[config.mk]
export PLATFORM = sky130hd
export DESIGN_NAME = mem_port_arbiter_flat
export DESIGN_NICKNAME = d
export VERILOG_FILES = /design/src/rtl/mem_arb_pkg.sv /design/src/rtl/mem_port_arbiter_if.sv /design/src/rtl/MUX32.sv /design/src/rtl/mem_port_arbiter.sv /design/src/flat_wrapper.sv
export SDC_FILE = /design/constraint.sdc
export NUM_CORES = 1
export LEC_CHECK = 0
export ABC_AREA = 1
export BUFFER_PORTS_ARGS = -buffer_cell sky130_fd_sc_hd__clkbuf_2
export CORE_MARGIN = 5
export CORE_UTILIZATION = 34
export CTS_CLUSTER_DIAMETER = 200
export CTS_CLUSTER_SIZE = 24
export DETAILED_ROUTE_END_ITERATION = 8
export PLACE_DENSITY = 0.72
export SLEW_MARGIN = 20
export SYNTH_ARGS = -nofsm -noshare
export SYNTH_HDL_FRONTEND = slang
export SYNTH_HIERARCHICAL = 1
export SYNTH_SLANG_ARGS = --single-unit
[constraint.sdc]
create_clock -name clk -period 1.8 [get_ports clk]
set_clock_uncertainty 0.1 [all_clocks]
set_input_delay 0.36 -clock clk [delete_from_list [all_inputs] [get_ports clk]]
set_output_delay 0.36 -clock clk [all_outputs]
set_load 0.02 [all_outputs]
[src/rtl/mem_arb_pkg.sv]
// Shared definitions for the I/D memory port arbiter: FSM encodings,
// owner codes and default limits.
package mem_arb_pkg;

    typedef enum logic [1:0] {
        ST_IDLE   = 2'd0,
        ST_BUSY_I = 2'd1,
        ST_BUSY_D = 2'd2
    } state_t;

    localparam logic OWN_I = 1'b0;
    localparam logic OWN_D = 1'b1;

    localparam int STARVE_LIM_DEF = 3;
    localparam int TIMEOUT_DEF    = 15;

    localparam int ADDR_W = 32;
    localparam int DATA_W = 32;
    localparam int BE_W   = 4;

endpackage

[src/rtl/mem_port_arbiter_if.sv]
// Shared core memory port: command from the arbiter, ready/read data back.
interface mem_port_arbiter_if;
    import mem_arb_pkg::*;

    logic              m_req;
    logic              m_we;
    logic [ADDR_W-1:0] m_addr;
    logic [DATA_W-1:0] m_wdata;
    logic [BE_W-1:0]   m_be;
    logic              m_ready;
    logic [DATA_W-1:0] m_rdata;

    modport master (
        output m_req, m_we, m_addr, m_wdata, m_be,
        input  m_ready, m_rdata
    );

    modport slave (
        input  m_req, m_we, m_addr, m_wdata, m_be,
        output m_ready, m_rdata
    );

endinterface

[src/rtl/MUX32.sv]
// 32-bit 2:1 mux used for the requester address selection.
module MUX32 (
    input  logic [31:0] a,
    input  logic [31:0] b,
    input  logic        s,
    output logic [31:0] y
);

    assign y = s ? b : a;

endmodule

[src/rtl/mem_port_arbiter.sv]
// Arbitrates instruction fetch and load/store onto the single core memory
// port, with D priority, an I starvation guard and a response timeout.
module mem_port_arbiter
    import mem_arb_pkg::*;
#(
    parameter int STARVE_LIM = STARVE_LIM_DEF,
    parameter int TIMEOUT    = TIMEOUT_DEF
) (
    input  logic              clk,
    input  logic              rst_n,
    input  logic              i_req,
    input  logic [ADDR_W-1:0] i_addr,
    output logic              i_gnt,
    output logic              i_done,
    output logic              i_err,
    output logic [DATA_W-1:0] i_rdata,
    input  logic              d_req,
    input  logic              d_we,
    input  logic [ADDR_W-1:0] d_addr,
    input  logic [DATA_W-1:0] d_wdata,
    input  logic [BE_W-1:0]   d_be,
    output logic              d_gnt,
    output logic              d_done,
    output logic              d_err,
    output logic [DATA_W-1:0] d_rdata,
    mem_port_arbiter_if.master mem,
    output logic              sel
);

    localparam int SW = $clog2(STARVE_LIM + 1);
    localparam int WW = $clog2(TIMEOUT + 1);

    state_t            state_q, state_d;
    logic [SW-1:0]     streak_q;
    logic [WW-1:0]     wcnt_q;
    logic              win_i, win_d;
    logic              finish, abort;
    logic [ADDR_W-1:0] addr_mux;

    logic              req_q;
    logic              we_q;
    logic [ADDR_W-1:0] addr_q;
    logic [DATA_W-1:0] wdata_q;
    logic [BE_W-1:0]   be_q;
    logic              sel_q;

    // Grants are gated by rst_n so every output reads 0 while reset is held.
    always_comb begin
        state_d = state_q;
        win_i   = 1'b0;
        win_d   = 1'b0;
        finish  = 1'b0;
        abort   = 1'b0;
        case (state_q)
            ST_IDLE: begin
                win_d = rst_n && d_req && !(i_req && streak_q == SW'(STARVE_LIM));
                win_i = rst_n && i_req && !win_d;
                if (win_d)
                    state_d = ST_BUSY_D;
                else if (win_i)
                    state_d = ST_BUSY_I;
            end
            ST_BUSY_I, ST_BUSY_D: begin
                if (mem.m_ready) begin
                    finish  = 1'b1;
                    state_d = ST_IDLE;
                end else if (wcnt_q == WW'(TIMEOUT - 1)) begin
                    abort   = 1'b1;
                    state_d = ST_IDLE;
                end
            end
            default: state_d = ST_IDLE;
        endcase
    end

    assign i_gnt = win_i;
    assign d_gnt = win_d;

    MUX32 u_addr_mux (
        .a (i_addr),
        .b (d_addr),
        .s (win_d),
        .y (addr_mux)
    );

    always_ff @(posedge clk or negedge rst_n) begin
        if (!rst_n) begin
            state_q  <= ST_IDLE;
            wcnt_q   <= '0;
            streak_q <= '0;
        end else begin
            state_q <= state_d;
            wcnt_q  <= (state_q == ST_IDLE) ? '0 : wcnt_q + WW'(1);
            if (win_d) begin
                if (!i_req)
                    streak_q <= '0;
                else if (streak_q != SW'(STARVE_LIM))
                    streak_q <= streak_q + SW'(1);
            end else if (win_i) begin
                streak_q <= '0;
            end
        end
    end

    // Command latch: stays stable on the port for the whole BUSY period.
    always_ff @(posedge clk or negedge rst_n) begin
        if (!rst_n) begin
            req_q   <= 1'b0;
            we_q    <= 1'b0;
            addr_q  <= '0;
            wdata_q <= '0;
            be_q    <= '0;
            sel_q   <= OWN_I;
        end else if (win_d || win_i) begin
            req_q   <= 1'b1;
            we_q    <= win_d & d_we;
            addr_q  <= addr_mux;
            wdata_q <= win_d ? d_wdata : '0;
            be_q    <= win_d ? d_be : {BE_W{1'b1}};
            sel_q   <= win_d ? OWN_D : OWN_I;
        end else if (finish || abort) begin
            req_q <= 1'b0;
        end
    end

    assign mem.m_req   = req_q;
    assign mem.m_we    = we_q;
    assign mem.m_addr  = addr_q;
    assign mem.m_wdata = wdata_q;
    assign mem.m_be    = be_q;
    assign sel         = sel_q;

    always_ff @(posedge clk or negedge rst_n) begin
        if (!rst_n) begin
            i_done  <= 1'b0;
            i_err   <= 1'b0;
            i_rdata <= '0;
            d_done  <= 1'b0;
            d_err   <= 1'b0;
            d_rdata <= '0;
        end else begin
            i_done <= (finish || abort) && state_q == ST_BUSY_I;
            i_err  <= abort && state_q == ST_BUSY_I;
            d_done <= (finish || abort) && state_q == ST_BUSY_D;
            d_err  <= abort && state_q == ST_BUSY_D;
            if (state_q == ST_BUSY_I && (finish || abort))
                i_rdata <= finish ? mem.m_rdata : '0;
            if (state_q == ST_BUSY_D && (finish || abort))
                d_rdata <= finish ? mem.m_rdata : '0;
        end
    end

endmodule

[src/flat_wrapper.sv]
// flat-port wrapper written by rule: the top's interface ports become plain ports
module mem_port_arbiter_flat import mem_arb_pkg::*;
#(
    parameter int STARVE_LIM = STARVE_LIM_DEF,
    parameter int TIMEOUT    = TIMEOUT_DEF
)
  (clk, rst_n, i_req, i_addr, i_gnt, i_done, i_err, i_rdata, d_req, d_we, d_addr, d_wdata, d_be, d_gnt, d_done, d_err, d_rdata, sel, mem_m_req, mem_m_we, mem_m_addr, mem_m_wdata, mem_m_be, mem_m_ready, mem_m_rdata);
  mem_port_arbiter_if mem_i ();
  input  logic clk;
  input  logic rst_n;
  input  logic i_req;
  input  logic [ADDR_W-1:0] i_addr;
  output logic i_gnt;
  output logic i_done;
  output logic i_err;
  output logic [DATA_W-1:0] i_rdata;
  input  logic d_req;
  input  logic d_we;
  input  logic [ADDR_W-1:0] d_addr;
  input  logic [DATA_W-1:0] d_wdata;
  input  logic [BE_W-1:0] d_be;
  output logic d_gnt;
  output logic d_done;
  output logic d_err;
  output logic [DATA_W-1:0] d_rdata;
  output logic sel;
  output wire logic [$bits(mem_i.m_req)-1:0] mem_m_req;
  output wire logic [$bits(mem_i.m_we)-1:0] mem_m_we;
  output wire logic [$bits(mem_i.m_addr)-1:0] mem_m_addr;
  output wire logic [$bits(mem_i.m_wdata)-1:0] mem_m_wdata;
  output wire logic [$bits(mem_i.m_be)-1:0] mem_m_be;
  input wire logic [$bits(mem_i.m_ready)-1:0] mem_m_ready;
  input wire logic [$bits(mem_i.m_rdata)-1:0] mem_m_rdata;
  assign mem_m_req = mem_i.m_req;
  assign mem_m_we = mem_i.m_we;
  assign mem_m_addr = mem_i.m_addr;
  assign mem_m_wdata = mem_i.m_wdata;
  assign mem_m_be = mem_i.m_be;
  assign mem_i.m_ready = mem_m_ready;
  assign mem_i.m_rdata = mem_m_rdata;
  mem_port_arbiter #(.STARVE_LIM(STARVE_LIM), .TIMEOUT(TIMEOUT)) u_core (.clk(clk), .rst_n(rst_n), .i_req(i_req), .i_addr(i_addr), .i_gnt(i_gnt), .i_done(i_done), .i_err(i_err), .i_rdata(i_rdata), .d_req(d_req), .d_we(d_we), .d_addr(d_addr), .d_wdata(d_wdata), .d_be(d_be), .d_gnt(d_gnt), .d_done(d_done), .d_err(d_err), .d_rdata(d_rdata), .mem(mem_i), .sel(sel));
endmodule
; ---- Word level (Yosys, flattened, before mapping)
; Cells that the tools add are included.
; W data, S select, Z words.
[classes]
shift = 0
mul = 0
n_lt_le_gt_ge = 0
muxes = 24
addsub = 2
reduce_logical = 19
eq_ne = 8
div_mod_pow = 0
bitwise_logic = 1
[op_table]
columns = operator, count
row1 = $mux W32, 3
row2 = $mux W2, 8
row3 = $mux W1, 10
row4 = $logic_and A1 B1 Y1, 9
row5 = $mux W4, 2
row6 = $ne A3 B2 Y1 const B, 2
row7 = $add A4 B1 Y4 const B, 1
row8 = $eq A2 B2 Y1 const B, 2
row9 = $eq A4 B4 Y1 const B, 1
row10 = $pmux W2 S2, 1
row11 = $reduce_and A2 Y1, 2
row12 = $reduce_bool A2 Y1, 2
row13 = $ne A3 B1 Y1 const B, 1
row14 = $add A2 B1 Y2 const B, 1
row15 = $eq A2 B1 Y1 const B, 1
row16 = $logic_not A1 Y1, 2
row17 = $logic_not A2 Y1, 1
row18 = $logic_or A1 B1 Y1, 2
row19 = $ne A2 B2 Y1 const B, 1
row20 = $reduce_or A2 Y1, 1
row21 = $and A1 B1 Y1, 1
[totals]
wordCells = 69
latchBits = 0
regBits = 147
ram_bits = 0
romBits = 0
output_inout_bits = 141
in_bits = 138
mem_count = 0

; ---- Logic depth before layout (Yosys ltp)
[depth]
word_depth = 9
mapped_depth = 12
mapped_depth_nobuf = 9

; ---- Modules after synthesis
; The synthesis kept the hierarchy.
[by_module_without_submodules]
columns = module, area_each_um2, cells_each, seq_area_each_um2, n_inst
row1 = mem_port_arbiter, 6102.1, 718, 3678.5, 1
row2 = MUX32, 491.7, 104, 0.0, 1

; ---- Least setup slack after synthesis
; Ideal clock, no wire load.
[synth_path]
path_type = register to register
startpoint = register u_core.state_q[0]
endpoint = register u_core.addr_q[0], in the netlist u_core/mem.m_addr[0]
setup_ns = 0.117
slack_ns = -0.083
stages_incl_launch_ff = 13
arrival_time_ns = 1.667
path_buffers = 3
required_time_ns = 1.583
synth_period_minus_slack_ns = 1.883
cell_sequence = dfrtp_1 -> inv_1 -> ha_1 -> nand4_1 -> inv_1 -> buf_2 -> buf_6 -> inv_8 -> buf_12 -> nand2_2 -> nand2_1 -> nand2_1 -> nand2_1
[synth_via]
elab_chain_len = 3
elab_cells_between_ends = 5
cone_classes = 3 x mux / 2 x reduce/logical
[synth_rtl]
columns = element, line
row1 = "start, declared", mem_port_arbiter.sv:33  ; state_t state_q, state_d;
row2 = "start signal, assigned", mem_port_arbiter.sv:92  ; state_q <= state_d;
row3 = $logic_not A2 Y1, mem_port_arbiter.sv:54  ; case (state_q)
row4 = $mux W1, mem_port_arbiter.sv:54
row5 = net d_gnt, flat_wrapper.sv:22  ; output logic d_gnt;
row6 = $mux W32, MUX32.sv:9  ; assign y = s ? b : a;
row7 = net u_core.addr_mux[0], mem_port_arbiter.sv:38  ; logic [ADDR_W-1:0] addr_mux;
row8 = "end signal, assigned", mem_port_arbiter.sv:117  ; addr_q <= addr_mux;
row9 = "end, declared", mem_port_arbiter.sv:42  ; logic [ADDR_W-1:0] addr_q;
; The timed path passes the listed nets, and every way through them passes these cells.
; A chain may end at the register's enable or synchronous reset.

; ---- Worst setup path in the final report
[layout_path]
startpoint = register u_core.state_q[1]
endpoint = output d_gnt
[layout_via]
elab_chain_len = 2
[layout_rtl]
columns = element, line
row1 = $logic_not A2 Y1, mem_port_arbiter.sv:54
row2 = $mux W1, mem_port_arbiter.sv:54
row3 = "end, declared", flat_wrapper.sv:22
; No other way between the ends.

==> results.toml <==
[run_status]
status = "finished, violations left"
violations = "negative setup slack"

[clock_tree]
root_buffer = "clkbuf_16"
clockBufferDepth = 2
clk-insertion-delay-late_ps = 410
cts_sinks = 147
path_clk_slew_ps = 60
cts_max_level = 4
cts_tree = "built"
cts_buffers = 17

[detailed_routing]
drc = 0
ant_nets = 0
viasPerCell = 4.44
wl_per_cell_um = 14.2
firstDrtPassIters = 5
via_count = 6144
routed_wl_mm = 19.6
drt_iter0_markers = 240

[synth]
syn_nets = 966
syn_area_per_cell_um2 = 8.02
synth.area.top_cells = "dfrtp_1, nand2_1, nand3_1"
synth_area_mm2 = 0.00659
synth.distinct_cells = 21
yosysWarnings = 6
ys_seq_area_share_pct = 55.8
synth_top_area_share_pct = 55.8
yosysTopAreaCell = "dfrtp_1"
synthCells = 822
ys_ff_latch = 147

[floorplanning]
row_count = 51
die_area_mm2 = 0.0223
ioPinCount = 279
die-height_um = 149
initial_core_util_pct = 34.2
die_w_um = 149
core_area_mm2 = 0.0193

[critical_path]
reg2reg_to = "u_core/mem.m_addr[12]"
cp-startpoint = "u_core/state_q[1]"
end_kind = "output pin"
reg2reg_depth = 12
criticalPathCategory = "flip-flop to output pin"
arrival_ps = 1420
crit_path_start_kind = "flip-flop"
rrSetupSlack_ps = -10
required_ps = 1340
crit_fanout = 2
reg2reg_from = "u_core/state_q[1]"

[finish]
layout_common_cells = "nand2_1, clkbuf_2, dfrtp_1"
drive_gt1_share_pct = 32.6
fin_cells = 1383
syn_to_final_growth_pct = 37.7
mostFrequentLayoutCell = "nand2_1"
nNetsFinal = 1249
diodes = 0
final_util_pct = 47.1

[global_route]
grt_overflow_total = 0
grt_use_total_pct = 17.3
grt_max_degree = 73
antenna_found_initial = 0
grt_first_pass_wirelength_mm = 30.6
grt_pass1_vias = 6074

[sta]
rsz0062_at_grt = "true"
finalCritPeriodShare_pct = 105
worst_slew_pin_slew_ps = 776
relSlewSlack_pct = 48.2
hold_slack_ps = 42.4
fin_ws_ps = -84.4
fmax_ghz = 0.531
setup_viol = 6
period_needed_ps = 1880
hold_viol = 0
finalMaxSlewViolations = 0

[flow_run]
maxCapViolations = 0

[placed_design]
dpl.hpwl_mm = 13.7
numPortBuffers = 278
gp_congestion = 0.810
dpl.cell_count = 1337

[pwr]
power_density_mw_per_mm2 = 1720
p_total_mw = 15.7
ir_worst_vdd_uv = 706
power.leakage_nw = 5.44

[hold_path]
hp-class = "input port to asynchronous set/reset pin"
metrics by stage:
| stage | setup TNS [ps] | area (um^2) | setup slack (ps) |
|---|---|---|---|
| after floorplan | 0 | 6600 | 20.9 |
| after global placement | 0 | 8230 | 144 |
| after detailed placement | 0 | 8230 | 92.2 |
| after CTS | -225 | 8950 | -125 |
| after global routing | -5530 | 9080 | -202 |
| final | -181 | 9080 | -84.4 |
worst max-delay path by stage:
| stage | to | slack, ps | cells after the start |
|---|---|---|---|
| floorplan | u_core/mem.m_addr[0] | 20 | 12 |
| detailed placement | u_core/d_rdata[2] | 90 | 8 |
| CTS | d_gnt | -120 | 5 |
| global route | d_gnt | -200 | 5 |
| finish | d_gnt | -80 | 5 |
| global placement | u_core/mem.m_addr[22] | 140 | 7 |
flip-flops by register name, summed over array words and instances (netlist names), 2 cells and up:
register / flops
u_core/d_rdata: 32
u_core/i_rdata: 32
u_core/mem.m_addr: 32
u_core/mem.m_wdata: 32
u_core/mem.m_be: 4
u_core/wcnt_q: 4
u_core/state_q: 2
u_core/streak_q: 2
worst max-delay path, stage by stage (launching register included):
cell and delay, ps:
dfrtp_1 400, inv_2 90, ha_4 150, nand4_1 140
inv_2 130, buf_8 120
where the power goes:
| group | switching (mW) | internal, mW | total (mW) |
|---|---|---|---|
| registers | 0.827 | 4.73 | 5.55 |
| logic | 4.27 | 2.21 | 6.49 |
| clock network | 1.43 | 2.18 | 3.61 |
cells by family (layout without fill, tap and decap cells):
family / count (synthesis) / in the layout / synth area share [%]
and+or+nand+nor: 563 / 563 / 34.0
xor gates and xnor gates: 1 / 1 / 0.133
DFF: 147 / 147 / 55.8
adders and majority gates: 6 / 6 / 1.14
AOI/OAI and AO/OA: 7 / 7 / 0.702
buffers and inverters: 98 / 394 / 8.20
final cells by class:
class | instances | area [um^2]
inverter | 51 | 208
tap | 265 | 332
timing repair buffer | 311 | 1840
fill | 1938 | 10200
clock buffer | 20 | 467
multi-input combinational | 577 | 2410
clock inverter | 12 | 143
sequential | 147 | 3680
repair_timing:
action	in CTS	in global routing
buffers inserted	6	4
setup endpoints to repair	2	36
cloned	0	2
endpoints found under the hold margin	36	0
hold buffers	2	0
pin swaps	2	0
resized for setup	13	10
synth_stat cells:
library cell / instances
nand4_1: 1
buf_2: 17
xor2_1: 1
a21oi_1: 1
clkbuf_8: 3
o21ai_1: 1
a21oi_4: 1
buf_12: 1
inv_8: 1
dfrtp_1: 147
nand2_2: 10
nor2_1: 37
inv_1: 50
ha_1: 6
buf_6: 13
o21ai_0: 4
nand2_1: 435
or2_2: 1
clkbuf_1: 13
nand3_1: 78
nand3b_1: 1
per-layer routing:
layer / vias to the layer above / track usage, % / share of wire (%)
li1: 3062 / - / -
met1: 2822 / 21.3 / 41
met2: 248 / 29.4 / 49
met3: 12 / 5.96 / 9.1
met4: 0 / 4.07 / 0.88
met5: - / 0 / 0
No activity file was read; power rests on OpenSTA's default activity.
